[src/rtl/uart_pkg.sv]
`default_nettype none
// ============================================================================
// Module      : uart_pkg
// Description : Shared definitions for the UART transmit-FIFO block. Holds
//               the transmitter and receiver state encodings, the 8N1 frame
//               constants and the default bit period.
// Revision    : 1.0 - initial release
// ============================================================================
package uart_pkg;

    // System clocks per serial bit when the instantiating design does not
    // override it (868 suits 100 MHz / 115200 baud).
    localparam int DEFAULT_CLKS_PER_BIT = 868;

    // 8N1 frame constants.
    localparam logic START_BIT = 1'b0;
    localparam logic STOP_BIT  = 1'b1;
    localparam int   DATA_BITS = 8;

    typedef enum logic [1:0] {
        TX_IDLE  = 2'd0,
        TX_START = 2'd1,
        TX_DATA  = 2'd2,
        TX_STOP  = 2'd3
    } tx_state_t;

    typedef enum logic [1:0] {
        RX_IDLE  = 2'd0,
        RX_START = 2'd1,
        RX_DATA  = 2'd2,
        RX_STOP  = 2'd3
    } rx_state_t;

endpackage
`default_nettype wire

[src/rtl/uart_fifo.sv]
`default_nettype none
// ============================================================================
// Module      : uart_fifo
// Description : Byte-wide synchronous FIFO with first-word fall-through head
//               output. Writes while full are dropped; a simultaneous read
//               and write leave the occupancy unchanged.
// Revision    : 1.0 - initial release
// Ports       : clk      - clock, rising edge
//               rst      - asynchronous active-low reset (empties the FIFO)
//               wr_en    - enqueue wr_data this cycle
//               wr_data  - byte to enqueue
//               rd_en    - pop the head byte this cycle
//               rd_data  - current head byte (valid while !empty)
//               full     - FIFO holds FIFO_DEPTH bytes
//               empty    - FIFO holds no bytes
//               cnt      - current occupancy
// ============================================================================
module uart_fifo #(
    parameter int FIFO_DEPTH = 16
) (
    input  logic                        clk,
    input  logic                        rst,
    input  logic                        wr_en,
    input  logic [7:0]                  wr_data,
    input  logic                        rd_en,
    output logic [7:0]                  rd_data,
    output logic                        full,
    output logic                        empty,
    output logic [$clog2(FIFO_DEPTH):0] cnt
);
    localparam int PTR_W = $clog2(FIFO_DEPTH);
    localparam int CNT_W = PTR_W + 1;

    logic [7:0]       r_mem [FIFO_DEPTH];
    logic [PTR_W-1:0] r_wr_ptr;
    logic [PTR_W-1:0] r_rd_ptr;
    logic [CNT_W-1:0] r_cnt;
    logic             w_do_wr;
    logic             w_do_rd;

    assign full    = (r_cnt == CNT_W'(FIFO_DEPTH));
    assign empty   = (r_cnt == '0);
    assign cnt     = r_cnt;
    assign rd_data = r_mem[r_rd_ptr];

    assign w_do_wr = wr_en & ~full;
    assign w_do_rd = rd_en & ~empty;

    // Storage needs no reset: the pointers and count define what is valid.
    always_ff @(posedge clk) begin
        if (w_do_wr) begin
            r_mem[r_wr_ptr] <= wr_data;
        end
    end

    // Depth is a power of two, so the pointers wrap by natural overflow.
    always_ff @(posedge clk or negedge rst) begin
        if (!rst) begin
            r_wr_ptr <= '0;
            r_rd_ptr <= '0;
            r_cnt    <= '0;
        end else begin
            if (w_do_wr) begin
                r_wr_ptr <= r_wr_ptr + 1'b1;
            end
            if (w_do_rd) begin
                r_rd_ptr <= r_rd_ptr + 1'b1;
            end
            case ({w_do_wr, w_do_rd})
                2'b10:   r_cnt <= r_cnt + 1'b1;
                2'b01:   r_cnt <= r_cnt - 1'b1;
                default: r_cnt <= r_cnt;
            endcase
        end
    end

endmodule
`default_nettype wire

[src/rtl/uart_txfifo.sv]
`default_nettype none
// ============================================================================
// Module      : uart_txfifo
// Description : 8N1 UART with a transmit FIFO and an optional receiver.
//               Bytes written into the FIFO are sent back to back on tx.
//               Define UART_RX_EN to build the receiver; without it the
//               receive outputs are tied low and rx is ignored.
// Revision    : 1.0 - initial release
// Ports       : clk             - system clock, rising edge
//               rst             - asynchronous active-low reset
//               fifo_in/fifo_wr - byte and enqueue strobe
//               fifo_full/fifo_empty/fifo_cnt - FIFO status
//               tx              - serial output, idle high
//               is_transmitting - frame in progress (pop to end of stop bit)
//               rx              - asynchronous serial input
//               received        - one-cycle pulse, rx_byte holds a new byte
//               rx_byte         - last good received byte
//               is_receiving    - receive frame in progress
//               recv_error      - one-cycle pulse on bad start/stop bit
// ============================================================================
module uart_txfifo
    import uart_pkg::*;
#(
    parameter int CLKS_PER_BIT = DEFAULT_CLKS_PER_BIT,
    parameter int FIFO_DEPTH   = 16
) (
    input  logic                        clk,
    input  logic                        rst,
    input  logic [7:0]                  fifo_in,
    input  logic                        fifo_wr,
    output logic                        fifo_full,
    output logic                        fifo_empty,
    output logic [$clog2(FIFO_DEPTH):0] fifo_cnt,
    output logic                        tx,
    output logic                        is_transmitting,
    input  logic                        rx,
    output logic                        received,
    output logic [7:0]                  rx_byte,
    output logic                        is_receiving,
    output logic                        recv_error
);
    localparam int CNT_W = $clog2(CLKS_PER_BIT);
    localparam int BIT_W = $clog2(DATA_BITS);

    localparam logic [CNT_W-1:0] c_bit_last  = CNT_W'(CLKS_PER_BIT - 1);
    localparam logic [BIT_W-1:0] c_data_last = BIT_W'(DATA_BITS - 1);

    // ------------------------------------------------------------------
    // Transmit FIFO
    // ------------------------------------------------------------------
    logic       w_fifo_rd;
    logic [7:0] w_fifo_head;

    uart_fifo #(
        .FIFO_DEPTH (FIFO_DEPTH)
    ) u_fifo (
        .clk     (clk),
        .rst     (rst),
        .wr_en   (fifo_wr),
        .wr_data (fifo_in),
        .rd_en   (w_fifo_rd),
        .rd_data (w_fifo_head),
        .full    (fifo_full),
        .empty   (fifo_empty),
        .cnt     (fifo_cnt)
    );

    // ------------------------------------------------------------------
    // Transmitter
    // ------------------------------------------------------------------
    tx_state_t        r_tx_state, w_tx_state_nx;
    logic [CNT_W-1:0] r_tx_cnt,   w_tx_cnt_nx;
    logic [BIT_W-1:0] r_tx_bit,   w_tx_bit_nx;
    logic [7:0]       r_tx_shift, w_tx_shift_nx;
    logic             w_tx_last;

    always_ff @(posedge clk or negedge rst) begin
        if (!rst) begin
            r_tx_state <= TX_IDLE;
            r_tx_cnt   <= '0;
            r_tx_bit   <= '0;
            r_tx_shift <= '0;
        end else begin
            r_tx_state <= w_tx_state_nx;
            r_tx_cnt   <= w_tx_cnt_nx;
            r_tx_bit   <= w_tx_bit_nx;
            r_tx_shift <= w_tx_shift_nx;
        end
    end

    assign w_tx_last = (r_tx_cnt == c_bit_last);

    always_comb begin
        w_tx_state_nx = r_tx_state;
        w_tx_cnt_nx   = r_tx_cnt;
        w_tx_bit_nx   = r_tx_bit;
        w_tx_shift_nx = r_tx_shift;
        w_fifo_rd     = 1'b0;
        case (r_tx_state)
            TX_IDLE: begin
                if (!fifo_empty) begin
                    w_fifo_rd     = 1'b1;
                    w_tx_shift_nx = w_fifo_head;
                    w_tx_cnt_nx   = '0;
                    w_tx_state_nx = TX_START;
                end
            end
            TX_START: begin
                if (w_tx_last) begin
                    w_tx_cnt_nx   = '0;
                    w_tx_bit_nx   = '0;
                    w_tx_state_nx = TX_DATA;
                end else begin
                    w_tx_cnt_nx = r_tx_cnt + 1'b1;
                end
            end
            TX_DATA: begin
                if (w_tx_last) begin
                    w_tx_cnt_nx = '0;
                    if (r_tx_bit == c_data_last) begin
                        w_tx_state_nx = TX_STOP;
                    end else begin
                        w_tx_bit_nx = r_tx_bit + 1'b1;
                    end
                end else begin
                    w_tx_cnt_nx = r_tx_cnt + 1'b1;
                end
            end
            TX_STOP: begin
                if (w_tx_last) begin
                    w_tx_cnt_nx = '0;
                    // Chain straight into the next frame when data waits,
                    // so consecutive frames have no idle gap.
                    if (!fifo_empty) begin
                        w_fifo_rd     = 1'b1;
                        w_tx_shift_nx = w_fifo_head;
                        w_tx_state_nx = TX_START;
                    end else begin
                        w_tx_state_nx = TX_IDLE;
                    end
                end else begin
                    w_tx_cnt_nx = r_tx_cnt + 1'b1;
                end
            end
            default: w_tx_state_nx = TX_IDLE;
        endcase
    end

    // Decoded from registered state only, so reset forces tx high at once.
    always_comb begin
        tx = STOP_BIT;
        case (r_tx_state)
            TX_START: tx = START_BIT;
            TX_DATA:  tx = r_tx_shift[r_tx_bit];
            default:  tx = STOP_BIT;
        endcase
    end

    assign is_transmitting = (r_tx_state != TX_IDLE);

    // ------------------------------------------------------------------
    // Receiver
    // ------------------------------------------------------------------
`ifdef UART_RX_EN
    localparam logic [CNT_W-1:0] c_half_last = CNT_W'(CLKS_PER_BIT / 2 - 1);

    rx_state_t        r_rx_state, w_rx_state_nx;
    logic [CNT_W-1:0] r_rx_cnt,   w_rx_cnt_nx;
    logic [BIT_W-1:0] r_rx_bit,   w_rx_bit_nx;
    logic [7:0]       r_rx_shift, w_rx_shift_nx;
    logic [7:0]       r_rx_byte,  w_rx_byte_nx;
    logic             r_received, w_received_nx;
    logic             r_recv_error, w_recv_error_nx;
    logic             r_rx_meta, r_rx_sync, r_rx_prev;
    logic             w_rx_fall;

    always_ff @(posedge clk or negedge rst) begin
        if (!rst) begin
            // Synchronizer resets to the idle line level to avoid a
            // false start after reset.
            r_rx_meta    <= 1'b1;
            r_rx_sync    <= 1'b1;
            r_rx_prev    <= 1'b1;
            r_rx_state   <= RX_IDLE;
            r_rx_cnt     <= '0;
            r_rx_bit     <= '0;
            r_rx_shift   <= '0;
            r_rx_byte    <= '0;
            r_received   <= 1'b0;
            r_recv_error <= 1'b0;
        end else begin
            r_rx_meta    <= rx;
            r_rx_sync    <= r_rx_meta;
            r_rx_prev    <= r_rx_sync;
            r_rx_state   <= w_rx_state_nx;
            r_rx_cnt     <= w_rx_cnt_nx;
            r_rx_bit     <= w_rx_bit_nx;
            r_rx_shift   <= w_rx_shift_nx;
            r_rx_byte    <= w_rx_byte_nx;
            r_received   <= w_received_nx;
            r_recv_error <= w_recv_error_nx;
        end
    end

    assign w_rx_fall = r_rx_prev & ~r_rx_sync;

    // The fall is seen on cycle 0 of the start bit; cycle 0 of RX_START is
    // bit cycle 1, so the start sample lands at CLKS_PER_BIT/2 and every
    // later sample one full bit after the previous one.
    always_comb begin
        w_rx_state_nx   = r_rx_state;
        w_rx_cnt_nx     = r_rx_cnt;
        w_rx_bit_nx     = r_rx_bit;
        w_rx_shift_nx   = r_rx_shift;
        w_rx_byte_nx    = r_rx_byte;
        w_received_nx   = 1'b0;
        w_recv_error_nx = 1'b0;
        case (r_rx_state)
            RX_IDLE: begin
                if (w_rx_fall) begin
                    w_rx_cnt_nx   = '0;
                    w_rx_state_nx = RX_START;
                end
            end
            RX_START: begin
                if (r_rx_cnt == c_half_last) begin
                    w_rx_cnt_nx = '0;
                    if (r_rx_sync != START_BIT) begin
                        w_recv_error_nx = 1'b1;
                        w_rx_state_nx   = RX_IDLE;
                    end else begin
                        w_rx_bit_nx   = '0;
                        w_rx_state_nx = RX_DATA;
                    end
                end else begin
                    w_rx_cnt_nx = r_rx_cnt + 1'b1;
                end
            end
            RX_DATA: begin
                if (r_rx_cnt == c_bit_last) begin
                    w_rx_cnt_nx   = '0;
                    w_rx_shift_nx = {r_rx_sync, r_rx_shift[7:1]};
                    if (r_rx_bit == c_data_last) begin
                        w_rx_state_nx = RX_STOP;
                    end else begin
                        w_rx_bit_nx = r_rx_bit + 1'b1;
                    end
                end else begin
                    w_rx_cnt_nx = r_rx_cnt + 1'b1;
                end
            end
            RX_STOP: begin
                if (r_rx_cnt == c_bit_last) begin
                    w_rx_cnt_nx   = '0;
                    w_rx_state_nx = RX_IDLE;
                    if (r_rx_sync == STOP_BIT) begin
                        w_rx_byte_nx  = r_rx_shift;
                        w_received_nx = 1'b1;
                    end else begin
                        w_recv_error_nx = 1'b1;
                    end
                end else begin
                    w_rx_cnt_nx = r_rx_cnt + 1'b1;
                end
            end
            default: w_rx_state_nx = RX_IDLE;
        endcase
    end

    assign received     = r_received;
    assign recv_error   = r_recv_error;
    assign rx_byte      = r_rx_byte;
    assign is_receiving = (r_rx_state != RX_IDLE);
`else
    logic w_rx_unused;
    assign w_rx_unused  = rx;
    assign received     = 1'b0;
    assign recv_error   = 1'b0;
    assign rx_byte      = 8'h00;
    assign is_receiving = 1'b0;
`endif

endmodule
`default_nettype wire

[config.mk]
export PLATFORM = sky130hd
export DESIGN_NAME = uart_txfifo
export DESIGN_NICKNAME = d
export VERILOG_FILES = /design/src/rtl/uart_pkg.sv /design/src/rtl/uart_fifo.sv /design/src/rtl/uart_txfifo.sv
export SDC_FILE = /design/constraint.sdc
export NUM_CORES = 1
export LEC_CHECK = 0
export BUFFER_PORTS_ARGS = -buffer_cell sky130_fd_sc_hd__buf_4
export CAP_MARGIN = 20
export CORE_UTILIZATION = 40
export CTS_CLUSTER_SIZE = 16
export DETAILED_ROUTE_END_ITERATION = 7
export PLACE_DENSITY = 0.62
export SLEW_MARGIN = 10
export SYNTH_ARGS = -nofsm -noshare
export SYNTH_HDL_FRONTEND = slang
export SYNTH_SLANG_ARGS = --single-unit
[constraint.sdc]
create_clock -name clk -period 4.2 [get_ports clk]
set_input_delay 0.42 -clock clk [delete_from_list [all_inputs] [get_ports clk]]
set_output_delay 0.42 -clock clk [all_outputs]
set_load 0.05 [all_outputs]
* Yosys cells after proc, flatten, opt, wreduce, memory -nomap -nowiden
Memory sizes are Yosys's and may differ from the RTL's. Index checks and enable logic that the tools add are counted.
Word-level totals: register bits 36, latch bits 0, RAM bits 128, ROM bits 0, output and inout port bits 20, memories kept 1
Memory list:
- u_fifo.r_mem | words 16, bits a word 8, rd ports 1, clocked after Yosys merged registers in 0, wr ports 1, RTL line uart_fifo.sv:34 | logic [7:0] r_mem [FIFO_DEPTH];
Operators by class: add/subtract/negate cells 6, $mul 0, divide/modulo/power cells 0, $lt $le $gt $ge 1, equal/unequal tests 14, shift-type cells 0, muxes and demuxes 26, bitwise operators 4, reductions and logical operators 10
Operator list (count):
- 2-to-1 mux 10 bit | 2
- case mux 10 bit (2 select lines) | 1
- 2-to-1 mux 8 bit | 2
- case mux 8 bit (2 select lines) | 1
- != test 2 bit (second input constant) | 6
- adder 10 x 1 -> 10 bit (second input constant) | 1
- equality test 10 bit (second input constant) | 1
- 2-to-1 mux 2 bit | 5
- case mux 5 bit (2 select lines) | 1
- 2-to-1 mux 3 bit | 3
- adder 4 x 1 -> 4 bit (second input constant) | 2
- case mux 2 bit (4 select lines) | 1
- nonzero test 2 bit | 4
- equality test 2 bit (second input constant) | 3
- 2-to-1 mux 1 bit | 6
- case mux 3 bit (2 select lines) | 1
- adder 5 x 1 -> 5 bit (second input constant) | 1
- equality test 5 bit (second input constant) | 1
- zero test 5 bit | 1
- AND reduction 5 bit | 1
- subtractor 5 x 1 -> 5 bit (second input constant) | 1
- equality test 2 x 1 -> 1 bit (second input constant) | 2
- < comparator 3 x 4 -> 1 bit (second input constant) | 1
- case mux 1 bit (2 select lines) | 2
- other kinds (9) | 11

* Depth between registers and ports, before layout
Gate-level depths: netlist (run 1).
depth in word-level cells 7, gate-level depth with buffers 13, depth with buffers taken out 13

* Modules after synthesis
Synthesis (run 1) repeated with hierarchy kept, for this count alone.
Unflattened totals: cells, all modules 476, area total of the unflattened synthesis 7265.7 µm²
Modules (own cells, without submodules):
- uart_fifo | times used 1, cells each 332, area each 5779.3 µm²
- uart_txfifo | times used 1, cells each 144, area each 1486.4 µm²

* Worst setup path after synthesis (run 1)
OpenSTA, ideal clock, no wires.
kind reg-to-reg, start register u_fifo.r_cnt[1] (netlist: u_fifo.cnt[1]), end register u_fifo.r_cnt[4] (netlist: u_fifo.cnt[4]), setup time 0.082 ns, arrival 3.018 ns, data required time 4.118 ns, path slack 1.099 ns, cell stages (with the launch flop) 12, path buffers 0, clock period less this slack 3.101 ns, cells stage by stage dfrtp_1 > nor4_1 > nand2b_1 > inv_1 > nor3b_2 > ha_1 > ha_1 > nor2b_1 > o21ai_0 > a21oi_1 > nor3_1 > xor2_1
Between the ends: cells in the longest elaborated chain, start to end 7
RTL lines:
- from (decl) | RTL line uart_fifo.sv:37 | logic [CNT_W-1:0] r_cnt;
- from (signal assigned) | RTL line uart_fifo.sv:70 | 2'b10: r_cnt <= r_cnt + 1'b1;
- from (signal assigned) | RTL line uart_fifo.sv:71 | 2'b01: r_cnt <= r_cnt - 1'b1;
- from (signal assigned) | RTL line uart_fifo.sv:72 | default: r_cnt <= r_cnt;
- zero test 5 bit (*) | RTL line uart_fifo.sv:42 | assign empty = (r_cnt == '0);
- named net fifo_empty | RTL line uart_txfifo.sv:32 | output logic fifo_empty,
- 2-to-1 mux 1 bit | RTL line uart_txfifo.sv:101, uart_txfifo.sv:134
- 2-to-1 mux 1 bit | RTL line uart_txfifo.sv:130 | if (w_tx_last) begin
- case mux 1 bit (2 select lines) | RTL line uart_txfifo.sv:99 | case (r_tx_state)
- AND 1 bit (*) | RTL line uart_fifo.sv:47 | assign w_do_rd = rd_en & ~empty;
- named net u_fifo.w_do_rd | RTL line uart_fifo.sv:39 | logic w_do_rd;
- equality test 2 x 1 -> 1 bit or equality test 2 bit (tied branches) | RTL line uart_fifo.sv:69 | case ({w_do_wr, w_do_rd})
- case mux 5 bit (2 select lines) or nonzero test 2 bit (tied branches)
The timed path passes the listed nets; every way through them passes the cells marked *. A chain may end at the register's enable or synchronous reset.

* Final worst setup path (run 1)
start register r_tx_cnt[0], end register u_fifo.r_cnt[4] (netlist: u_fifo.cnt[4])
Between the ends: cells in the longest elaborated chain, start to end 6
RTL lines:
- from (decl) | RTL line uart_txfifo.sv:72 | logic [CNT_W-1:0] r_tx_cnt, w_tx_cnt_nx;
- from (signal assigned) | RTL line uart_txfifo.sv:85 | r_tx_cnt <= w_tx_cnt_nx;
- equality test 10 bit (*) | RTL line uart_txfifo.sv:91 | assign w_tx_last = (r_tx_cnt == c_bit_last);
- 2-to-1 mux 1 bit (*) | RTL line uart_txfifo.sv:130
- case mux 1 bit (2 select lines) (*) | RTL line uart_txfifo.sv:99
- AND 1 bit (*) | RTL line uart_fifo.sv:47
- named net u_fifo.w_do_rd | RTL line uart_fifo.sv:39
- equality test 2 x 1 -> 1 bit or equality test 2 bit (tied branches) | RTL line uart_fifo.sv:69
- case mux 5 bit (2 select lines) or nonzero test 2 bit (tied branches)
Marks and branches as above.

==> impl_results.md, run 1 <==
- Internal power: 0.00361 W
- Synthesized flop and latch total: 164
- Register share of total power: 41.7%
- Chip height: 135 µm
- Main flop type after synthesis: edfxtp_1
- Most common cell after layout, fill and taps aside: edfxtp_1
- Pre-CTS setup slack: 1020 ps
- Outcome: completed
- Initial antenna violation count: 0
- Setup TNS: 0 ps
- Cell Area, Synth: 7080 µm²
- Hold Crit Class: in2reg
- Layout Utilization: 46.1%
- Layout Nets: 511
- Required @ worst endpoint: 4550 ps
- Routed WL per cell: 18.7 µm
- Clock power frac: 26.2%
- Final worst setup slack: 980 ps
- Vias: 3,831
- Layout cells sized above 1: 19.6%
- Worst hold slack: 303 ps
- RSZ-0062 raised after global routing: false
- CP Launch Point: r_tx_cnt[0]
- Filler instances: 1,536
- HP Start: fifo_in[6]
- Pin count of the biggest net entering global routing: 37
- Full die area: 18,200 µm²
- Max Cap Viol: 0
- Worst-Margin Slew: 1010 ps
- Slew Limit Headroom: 32.3%
- Share of the synthesized area in the top cell type: 54.3%
- Switching power: 0.00199 W
- CP Launch Type: register
- Via/cell ratio: 5.33
- PostCTS Resize Cnt: 0
- Most frequent cells in the layout: edfxtp_1, nand2_1, dfrtp_1, mux4_2, nor2_1
- GRT Total Usage: 16.1%
- CTS H-tree lvls: 4
- 1st-iter DRT viols: 272
- Biggest area consumer among synthesized cells: edfxtp_1
- Worst VDD drop: 0.337 mV
- Port Buf Inserts: 19
- Layout area overhead: 12.7%
- Vias in the first global route: 3,839
- Global-route wire length before repair: 21.4 mm
- Routed Antenna Nets: 0
- Post-synthesis sequential area ratio: 67.0%
- Netlist cell types: 49
- Hpwl dp: 8.70 mm
- CTS tree: built
- Routed WL: 13.4 mm
- Gate power share: 32.1%
- Row Count: 48
- Residual DRC: 0
- Worst-Skew Late Latency: 420 ps
- Root buf cell: clkbuf_16
- CTS sink cnt: 164
- GPL Wtd Cong: 0.806
- Reg2Reg Launch Point: r_tx_cnt[0]
- Ant diodes: 0
- Total Power: 0.00560 W
- Yosys warns: 0
- Final period util: 76.7%
- Final Hold Violating Endpoints: 0
- Setup crit end kind: register
- Total CTS buffers: 17
- Clock skew: 10.4 ps
- Main area contributors after synthesis: edfxtp_1, dfrtp_1, mux4_2, ha_1, mux2i_1
- Ys async rst share: 22.0%
- Number of enable flip-flop cells after synthesis: 128
- Total grt overflow: 0
- Critical path class: reg2reg
- Final Setup Violations: 0
- Clk slew on worst S/H paths: 70 ps
- # IOs: 32
- Avg Inst Size Synth: 15.5 µm²
- Pwr per Cell Area: 702 nW/µm²
- Mapped Cells: 458
- Starting density of the core: 40.9%
- Max Slew Vio Count: 0
- FMAX: 311 MHz
- Clock Path Buffers: 2
- Crit path max fanout: 5
- Final min period: 3220 ps
- Pre-antenna DRT Iters: 5
- Crit path DAT: 3570 ps
- Leakage power: 2.89 nW
- Die Width: 135 µm
- Switching portion of total power: 35.6%
- Core Region: 17,300 µm²
[worst paths after layout]
path / slack (ps) / cells past startpoint / to
worst max-delay path: 980 / 12 / u_fifo.cnt[4]
max in group asynchronous: 3340 / 2 / u_fifo.r_rd_ptr[2]
worst min register to register: 540 / 2 / r_tx_shift[0]
worst max register to register: 980 / 12 / u_fifo.cnt[4]
worst min-delay path: 300 / 1 / u_fifo.r_mem[15][6]
min in group asynchronous: 510 / 2 / r_tx_cnt[6]
[cell type report]
class | instances | area [µm²] | share of cell area (%)
Sequential cell | 164 | 4750 | 59.5
Multi-Input combinational cell | 258 | 2150 | 26.9
Clock buffer | 19 | 433 | 5.43
Tap cell | 225 | 282 | 3.53
Timing Repair Buffer | 24 | 183 | 2.29
Clock inverter | 13 | 125 | 1.57
Inverter | 16 | 60.1 | 0.753
[state kept, by name, indices dropped and copies added (netlist names)]
name             count
u_fifo.r_mem       128
u_fifo.r_rd_ptr      4
r_tx_state           2
u_fifo.cnt           5
r_tx_cnt            10
r_tx_bit             3
u_fifo.r_wr_ptr      4
r_tx_shift           8
[worst max-delay path, stage by stage (launching register included)]
cell,delay [ps]
dfrtp_1,390
ha_1,280
nand4b_4,140
o41ai_1,330
nor3b_2,470
ha_1,310
inv_1,90
fa_1,410
nor2b_1,110
o21ai_0,90
and3_1,190
nor3_1,180
xor2_1,160
[cells in the mapped netlist, types with 4 or more instances]
cell      instances
mux4_2           27
dfrtp_1          36
xor2_1            4
nor2_1           27
ha_1             17
inv_1            16
buf_4            11
nand3_1           4
a31oi_1           8
a22o_1            6
nand2_1          42
a21oi_1          10
a221oi_1          5
nor3_1            6
buf_2             7
clkbuf_1          8
o21ai_0          26
edfxtp_1        128
mux2i_1          17
xnor2_1           7
[power by group through the flow]
| stage | clock [W] | sequential [W] | combinational (W) |
|---|---|---|---|
| after global placement | 0 | 0.00236 | 0.00176 |
| after CTS | 0.00150 | 0.00235 | 0.00181 |
| after floorplan | 0 | 0.00222 | 0.00148 |
| final | 0.00147 | 0.00233 | 0.00180 |
| after global routing | 0.00156 | 0.00238 | 0.00198 |
| after detailed placement | 0 | 0.00238 | 0.00180 |
[routing by layer]
metal	track usage, %	wire length, µm	vias to the layer above
met5	0	0	-
met4	6.37	192	0
met3	3.90	567	16
met2	26.5	6800	86
met1	20.6	5880	1962
li1	-	-	1767
[stage by stage]
step | area (µm²) | cells
final | 7980 | 719
after global routing | 7980 | 719
after global placement | 7410 | 686
after detailed placement | 7410 | 686
after CTS | 7980 | 719
after floorplan | 7110 | 468
[timing repair]
| item | CTS | global route |
|---|---|---|
| hold buffers | 1 | 0 |
| buffers inserted | 0 | 0 |
| endpoints found under the hold margin | 36 | 0 |
[cell families (layout without fill, tap and decap cells)]
| logic type | after synthesis | count (layout) | share of synthesized area, % |
|---|---|---|---|
| mux | 47 | 47 | 11.5 |
| flops | 164 | 164 | 67.0 |
| buf+inv | 46 | 72 | 3.25 |
| compound gates | 69 | 69 | 6.56 |
| fa+ha+maj | 18 | 18 | 3.29 |
| xor+xnor | 11 | 11 | 1.36 |
| simple gates | 102 | 102 | 6.97 |
| other cells | 1 | 11 | 0.0530 |
Power figures use the tool's default switching activity.
==> run 2: changes to the inputs <==
Settings changed: PLACE_DENSITY 0.62 to 0.64.
Clock period 4.2 ns to 2.7 ns, I/O delays scaled along.
==> impl_results.md, run 2 (same netlist as run 1, synthesis figures left out) <==
- Port Buf Inserts: 19 (unchanged)
- Outcome: completed
- Final period util: 98.2% (+22 points)
- GRT Max-Usage Layer: met2
- Crit path DAT: 2990 ps (-580 ps)
- Crit-path max cell delay: 380 ps (-90 ps)
- Cell area after layout: 8420 µm² (+5.5%)
- Routed WL: 13.8 mm (+2.7%)
- Hold Crit Class: in2reg
- Most flops, register: u_fifo.r_mem
- Max reg flops: 128 (unchanged)
- Pre-antenna DRT Iters: 4 (-1)
- Worst path cell trace: or2_4, o41ai_2, nor3b_4, ha_2, buf_4, ha_1, nor2b_1, o21ai_1, a21oi_1, nor3_2, xor2_1
- Final min period: 2650 ps (-568 ps)
- Crit path max fanout: 4 (-1)
- Required @ worst endpoint: 3040 ps (-1510 ps)
- Pwr per Cell Area: 1100 nW/µm² (+57%)
- GRT Total Usage: 16.5% (+0.40 points)
- CP Launch Type: register
- Max Cap Viol: 0 (unchanged)
- Starting density of the core: 40.9% (unchanged)
- Layout Utilization: 48.7% (+2.6 points)
- Core Region: 17,300 µm² (unchanged)
- Residual DRC: 0 (unchanged)
- CTS tree: built
- Total grt overflow: 0 (unchanged)
- Most frequent cells in the layout: edfxtp_1, buf_4, nand2_1, dfrtp_1
- Global-route wire length before repair: 21.9 mm (+2.7%)
- Post-Place Cell Area: 7750 µm² (+4.6%)
- Met2 Use GR: 27.5% (+1.1 points)
- Setup TNS: 0 ps (unchanged)
- Clk slew on worst S/H paths: 60 ps (about the same)
- 1st-iter DRT viols: 242 (-11%)
- Routed Antenna Nets: 0 (unchanged)
- Worst path slowest cell: dfrtp_1
- Final worst setup slack: 48.7 ps (-932 ps)
- Row Count: 48 (unchanged)
- Vias in the first global route: 4,067 (+5.9%)
- Critical path class: reg2reg
- Die Width: 135 µm (unchanged)
- Routed WL per cell: 18.0 µm (-3.4%)
- Total Power: 0.00930 W (+66%)
- Hpwl dp: 9.21 mm (+5.8%)
- Global Route met3 Usage: 4.13% (+0.23 points)
- Leakage power: 3.14 nW (+8.6%)
- Ant diodes: 0 (unchanged)
- Clock Path Buffers: 2 (unchanged)
- CTS H-tree lvls: 4 (unchanged)
- GRT met1 Usage: 21.6% (+1.1 points)
- Final Hold Violating Endpoints: 0 (unchanged)
- Total CTS buffers: 17 (unchanged)
- Initial antenna violation count: 0 (unchanged)
- Regs by FF count: u_fifo.r_mem x128, r_tx_cnt x10, r_tx_shift x8
- Final Setup Violations: 0 (unchanged)
- Worst VDD drop: 0.653 mV (+94%)
- Most common cell after layout, fill and taps aside: edfxtp_1
- Chip height: 135 µm (unchanged)
- GPL Wtd Cong: 0.810 (+0.56%)
- Slew Limit Headroom: 54.9% (+23 points)
- R2R depth: 11 (-1)
- Vias: 3,956 (+3.3%)
- Clock skew: 7.19 ps (-3.22 ps)
- Max Slew Vio Count: 0 (unchanged)
- Layout Nets: 557 (+9.0%)
- RSZ-0062 raised after global routing: true
- Worst-Skew Late Latency: 420 ps (about the same)
- Pre-CTS setup slack: -49.5 ps (-1070 ps)
- Pin count of the biggest net entering global routing: 37 (unchanged)
- Filler instances: 1,456 (-5.2%)
- CTS sink cnt: 164 (unchanged)
- Via/cell ratio: 5.17 (-2.9%)
- Setup crit end kind: register
- Full die area: 18,200 µm² (unchanged)
- Worst hold path cell count: 1 (unchanged)
- Layout area overhead: 19.0%
- Root buf cell: clkbuf_16
- # IOs: 32 (unchanged)
- Worst-Margin Slew: 676 ps (-335 ps)
- FMAX: 377 MHz (+21%)
- Layout cells sized above 1: 28.9% (+9.3 points)
## run 2: final cells by class
cell class | instances | area, µm² | share of cell area [%]
Clock inverter | 13 | 170 | 2.02
Inverter | 16 | 63.8 | 0.758
Timing Repair Buffer | 70 | 528 | 6.27
Clock buffer | 19 | 433 | 5.14
Tap cell | 225 | 282 | 3.34
Multi-Input combinational cell | 258 | 2190 | 26.0
Sequential cell | 164 | 4750 | 56.4
## run 2: through the flow
stage	hold slack (ps)	std cells
finish	159	765
global route	158	765
CTS	151	764
detailed placement	271	727
global placement	260	727
floorplan	-25.6	468
## run 2: report_power, final
part | switching [W] | internal [W] | total, W | leakage, nW
logic | 0.00181 | 0.00151 | 0.00332 | 1.25
registers | 0.000371 | 0.00315 | 0.00352 | 1.60
clock network | 0.000992 | 0.00147 | 0.00246 | 0.291
total | 0.00317 | 0.00612 | 0.00930 | 3.14
## run 2: critical path: cells and delay by family (launching register included)
family          cells  cell delay, ps
xor+xnor            1             150
fa+ha+maj           2             500
compound gates      3             570
simple gates        4             870
buf+inv             1             110
flops               1             380
## run 2: worst paths after layout
path | startpoint | slack, ps | to
max | r_tx_cnt[3] | 50 | u_fifo.cnt[4]
min | fifo_in[7] | 160 | u_fifo.r_mem[0][7]
min in group asynchronous | rst | 370 | r_tx_cnt[9]
min reg2reg | u_fifo.cnt[4] | 510 | u_fifo.cnt[4]
max reg2reg | r_tx_cnt[3] | 50 | u_fifo.cnt[4]
max in group asynchronous | rst | 1970 | u_fifo.r_rd_ptr[2]
## run 2: layer usage
| metal | wire, µm | part of all wire (%) |
|---|---|---|
| met5 | 0 | 0 |
| met4 | 117 | 0.85 |
| met2 | 7100 | 51 |
| met1 | 6050 | 44 |
| met3 | 538 | 3.9 |
## run 2: repair_timing
action                                 in CTS  in global routing
setup buffers                               4                  1
endpoints found under the hold margin      36                  0
resized for setup                           4                  2
pin swaps                                   7                  4
hold buffers                                1                  0
setup endpoints to repair                   2                  2
